--- src/rtl/if_id_stage.sv ---
// Fetch stage of the 5-stage MIPS pipeline: PC register, next-PC selection,
// IF/ID pipeline register, load-use hazard detection and wrong-path flushing.
module if_id_stage #(
    parameter logic [31:0] RESET_PC = 32'h8000_0000,
    parameter logic [31:0] XADR_PC  = 32'h8000_0004,
    parameter logic [31:0] ILLOP_PC = 32'h8000_0008
) (
    input  logic        clk,
    input  logic        reset,
    output logic [31:0] if_pc,
    input  logic [31:0] imem_rdata,
    input  logic [2:0]  id_pcsrc,
    input  logic [31:0] id_jr_target,
    input  logic        ex_br_taken,
    input  logic [31:0] ex_br_target,
    input  logic        idex_memrd,
    input  logic [4:0]  idex_rt,
    output logic [31:0] id_instr,
    output logic [31:0] id_pc_plus4,
    output logic [5:0]  id_opcode,
    output logic [5:0]  id_funct,
    output logic        id_ker,
    output logic        stall,
    output logic        idex_bubble
);

    localparam logic [2:0] PCSRC_J     = 3'b010;
    localparam logic [2:0] PCSRC_JR    = 3'b011;
    localparam logic [2:0] PCSRC_XADR  = 3'b100;
    localparam logic [2:0] PCSRC_ILLOP = 3'b101;

    logic [31:0] pc_reg, pc_next;
    logic [31:0] instr_reg, instr_next;
    logic [31:0] pc_plus4_reg, pc_plus4_next;
    logic [31:0] pc_plus4;
    logic [4:0]  src_field [2];
    logic [1:0]  src_match;
    logic        redirect_id;

    // Increment only the low 31 bits so the kernel bit never flips on carry.
    assign pc_plus4 = {pc_reg[31], pc_reg[30:0] + 31'd4};

    // Both register-source fields of the ID instruction are hazard candidates.
    assign src_field[0] = instr_reg[25:21];
    assign src_field[1] = instr_reg[20:16];

    genvar gi;
    generate
        for (gi = 0; gi < 2; gi = gi + 1) begin : g_src_match
            assign src_match[gi] = (idex_rt == src_field[gi]);
        end
    endgenerate

    // A load into $zero never creates a real dependency.
    assign stall = idex_memrd && (idex_rt != 5'd0) && (|src_match);

    // ID-stage redirects wait for the stall to drop so jr sees a forwarded rs.
    assign redirect_id = !stall &&
                         ((id_pcsrc == PCSRC_J)    || (id_pcsrc == PCSRC_JR) ||
                          (id_pcsrc == PCSRC_XADR) || (id_pcsrc == PCSRC_ILLOP));

    assign idex_bubble = stall || ex_br_taken;

    // Next-PC selection: EX branch beats stall, stall beats ID redirects.
    always_comb begin
        pc_next = pc_plus4;
        if (ex_br_taken) begin
            pc_next = ex_br_target;
        end else if (stall) begin
            pc_next = pc_reg;
        end else begin
            case (id_pcsrc)
                PCSRC_J:     pc_next = {pc_plus4_reg[31:28], instr_reg[25:0], 2'b00};
                PCSRC_JR:    pc_next = id_jr_target;
                PCSRC_XADR:  pc_next = XADR_PC;
                PCSRC_ILLOP: pc_next = ILLOP_PC;
                default:     pc_next = pc_plus4;
            endcase
        end
    end

    // IF/ID contents: squash on any redirect, freeze on stall, else capture fetch.
    always_comb begin
        instr_next    = imem_rdata;
        pc_plus4_next = pc_plus4;
        if (ex_br_taken || redirect_id) begin
            instr_next    = 32'h0000_0000;
            pc_plus4_next = pc_plus4;
        end else if (stall) begin
            instr_next    = instr_reg;
            pc_plus4_next = pc_plus4_reg;
        end
    end

    // State registers; reset discards any pending redirect or stall.
    always_ff @(posedge clk) begin
        if (reset) begin
            pc_reg       <= RESET_PC;
            instr_reg    <= 32'h0000_0000;
            pc_plus4_reg <= RESET_PC;
        end else begin
            pc_reg       <= pc_next;
            instr_reg    <= instr_next;
            pc_plus4_reg <= pc_plus4_next;
        end
    end

    assign if_pc       = pc_reg;
    assign id_instr    = instr_reg;
    assign id_pc_plus4 = pc_plus4_reg;
    assign id_opcode   = instr_reg[31:26];
    assign id_funct    = instr_reg[5:0];
    assign id_ker      = pc_plus4_reg[31];

endmodule
--- config.mk ---
export PLATFORM = sky130hd
export DESIGN_NAME = if_id_stage
export DESIGN_NICKNAME = d
export VERILOG_FILES = /design/src/rtl/if_id_stage.sv
export SDC_FILE = /design/constraint.sdc
export NUM_CORES = 1
export LEC_CHECK = 0
export ABC_AREA = 0
export CAP_MARGIN = 20
export CORE_UTILIZATION = 43
export DETAILED_ROUTE_END_ITERATION = 6
export PLACE_DENSITY = 0.88
export SLEW_MARGIN = 25
export SYNTH_ARGS = -nofsm -noshare
export SYNTH_HDL_FRONTEND = slang
export SYNTH_SLANG_ARGS = --single-unit
--- constraint.sdc ---
create_clock -name clk -period 2.3 [get_ports clk]
set_input_delay 0.46 -clock clk [delete_from_list [all_inputs] [get_ports clk]]
set_output_delay 0.46 -clock clk [all_outputs]
set_load 0.01 [all_outputs]
==> out/metrics.yaml <==
outcome:
  status: "completed"
placed_design:
  dpl.hpwl_um: 14200
  gp_congestion: 0.936
  dp_cells: 971
  portBuffers: 218
  placed_area_um2: 7650
  preCtsSetupSlack_ps: -545
route:
  drcViolationCount: 0
  routed_wl_um: 18700
  dr_wl_met2_um: 9100
  viasPerCell: 5.72
  drt-met1-wl_um: 7460
  met3_length_um: 1550
  wire_per_inst_um: 18.9
  drt_pass1_iterations: 7
  drt_iter0_markers: 407
  num_vias: 5644
  ant_nets: 0
  top_layer: "met4"
timing:
  tightestPinTransition_ps: 654
  fmax_ghz: 0.444
  fin_crit_ps: 2250
  drv_slew: 0
  finalHoldViolations: 0
  setup_viol_count_final: 0
  setup-tns-final_ps: 0
  rsz0062_at_grt: "false"
  skew_ps: 8.15
  fin_hold_ws_ps: 466
  period_share: 0.980
  relSlewSlack: 0.564
  setup_slack_ps: 47.0
cts:
  cts.reportedPaths.clkPinSlew_ps: 60
  clk-insertion-delay-late_ps: 350
  root_buffer: "clkbuf_16"
  clockBufferDepth: 2
  hold_buffers: 0
  numCtsBuffers: 9
  cts_tree: "done"
  cts_num_sinks: 96
  h-tree-depth: 3
  postCtsSetupRepairBufs: 0
floorplan:
  rows: 39
  start_util: 0.443
  die-height_um: 111
  die_x_um: 111
  io_pins: 219
  fp.dieArea_um2: 12300
  core_area_um2: 11500
layout:
  regArea_um2: 1920
  multi_input_area_um2: 2850
  final_util: 0.694
  fin_nets: 948
  syn2layout_area_growth_pct: 56.6
  fill_cells: 902
  drive_above_1_share: 0.117
  final_cell_area_um2: 7960
  n_antenna_cell: 0
  layoutNonFillerInstCount: 987
logic_synthesis:
  synthArstFlopShare: 0
  synth_edf_count: 0
  yosysWarningCount: 0
  yosysSeqAreaShare: 0.378
  synth_cells: 617
  synth_fp_nets: 726
  yosysTopAreaCell: "dfxtp_1"
  synth_common_cells: "dfxtp_1 (96), nor2_1 (84), nand2_1 (41)"
  synthFlopType: "dfxtp_1"
  synthTopCellsByArea: "dfxtp_1 (38%), mux2i_1 (6.5%), nor2_1 (6.2%)"
  synth_top_area_share: 0.378
  yosysMostFrequentCell: "dfxtp_1"
  netlist_area_um2: 5080
  ys_types: 55
  syn_avg_cell_area_um2: 8.24
  ys_ff_latch: 96
run:
  cap_violations: 0
power:
  power.density_nw_per_um2: 526
  peakVddDrop_mv: 0.379
  p_leak_nw: 2.95
  power_mw: 4.18
worst_setup_path:
  arrival_ps: 1790
  start_kind: "input port"
  path_delay_family: "simple AND/OR/NAND/NOR gates"
  max_stage_delay_ps: 540
  crit_path_end_kind: "primary output"
  cp.buffers_inverters: 2
  worstPathRequired_ps: 1840
  critPathMaxFanout: 3
  critPathSlowestCell: "or4_4"
  timing.critical_path.cells: "dlygate4sd2_1 > or4_4 > o21ai_2 > o21ai_1 > clkdlybuf4s15_2"
  crit_type: "in2out"
global_route:
  grt_max_degree: 60
  gr-total-overflow: 0
  grt_pass1_vias: 5568
  grt_pass1_wl_um: 29100
  grt_usage: 0.302
  antenna_found_initial: 0
min_path:
  holdCritPathClass: "reg2reg"
cell type report:
class,count,area share
repair buffers,276,0.340
flip-flops and latches,96,0.242
multi-input cells,451,0.358
well taps,143,0.0225
inverters,5,0.00236
clock inverters,3,0.00189
clock buffers,13,0.0340
what timing repair did:
action / CTS / global route
setup endpoints to repair: 94 / 4
pin swaps: 3 / 0
gates resized for setup: 20 / 4
power by group:
group          switching [mW]  internal, mW  total, mW
clock                   0.640         0.817       1.46
sequential              0.104          1.75       1.85
combinational           0.369         0.502      0.871
total                    1.11          3.07       4.18
state kept, by name, indices dropped and copies added (netlist names):
register     count
id_pc_plus4     32
if_pc           32
id_instr        32
layer usage:
| layer | global-route usage | up-vias |
|---|---|---|
| met2 | 0.500 | 265 |
| met1 | 0.365 | 2670 |
| met3 | 0.0782 | 44 |
| li1 | - | 2665 |
| met4 | 0.147 | 0 |
| met5 | 0 | - |
placed cells by master (no fill, tap or decap), types with 4 or more instances in the layout:
master	n
nor3_1	20
a211oi_1	30
o21ai_1	23
nand3_1	18
a22oi_1	25
a22o_1	5
xnor2_1	11
nor2_1	83
clkdlybuf4s50_1	210
o21ai_0	19
dfxtp_1	95
and3_1	8
nand4_1	7
dlygate4sd2_1	4
clkbuf_16	9
mux2i_1	33
xor2_1	26
o32ai_1	7
nor3_2	4
a31oi_1	5
buf_12	8
a21oi_1	30
buf_4	50
nand2_1	41
inv_1	4
and2_1	4
worst register-to-register path, delay by kind of cell, from the launching register on:
| kind | cells | cell delay (ps) |
|---|---|---|
| DFF | 1 | 370 |
| and+or+nand+nor | 3 | 640 |
| AOI/OAI and AO/OA | 2 | 340 |
| xor gates and xnor gates | 1 | 180 |
| buffers and inverters | 2 | 500 |
path summary, 6_finish.rpt:
kind	start	endpoint	slack (ps)	cells past startpoint
max reg2reg	id_instr[24]$_SDFFE_PP0P_	if_pc[10]$_SDFFE_PP0P_	160	8
max	idex_rt[3]	idex_bubble	50	5
min	id_pc_plus4[1]$_SDFFE_PP0P_	id_pc_plus4[1]$_SDFFE_PP0P_	470	2
min reg2reg	id_pc_plus4[1]$_SDFFE_PP0P_	id_pc_plus4[1]$_SDFFE_PP0P_	470	2
logic make-up after synthesis:
kind of cell / Yosys count / share of synthesized area
buffers and inverters: 70 / 0.0702
XOR/XNOR: 37 / 0.0638
flip-flops: 96 / 0.378
AO/OA/AOI/OAI: 171 / 0.225
multiplexers: 34 / 0.0672
AND/OR/NAND/NOR: 208 / 0.193
adder cells (fa/ha/maj): 1 / 0.00246
Note: power is estimated with default switching activity, not from simulation.
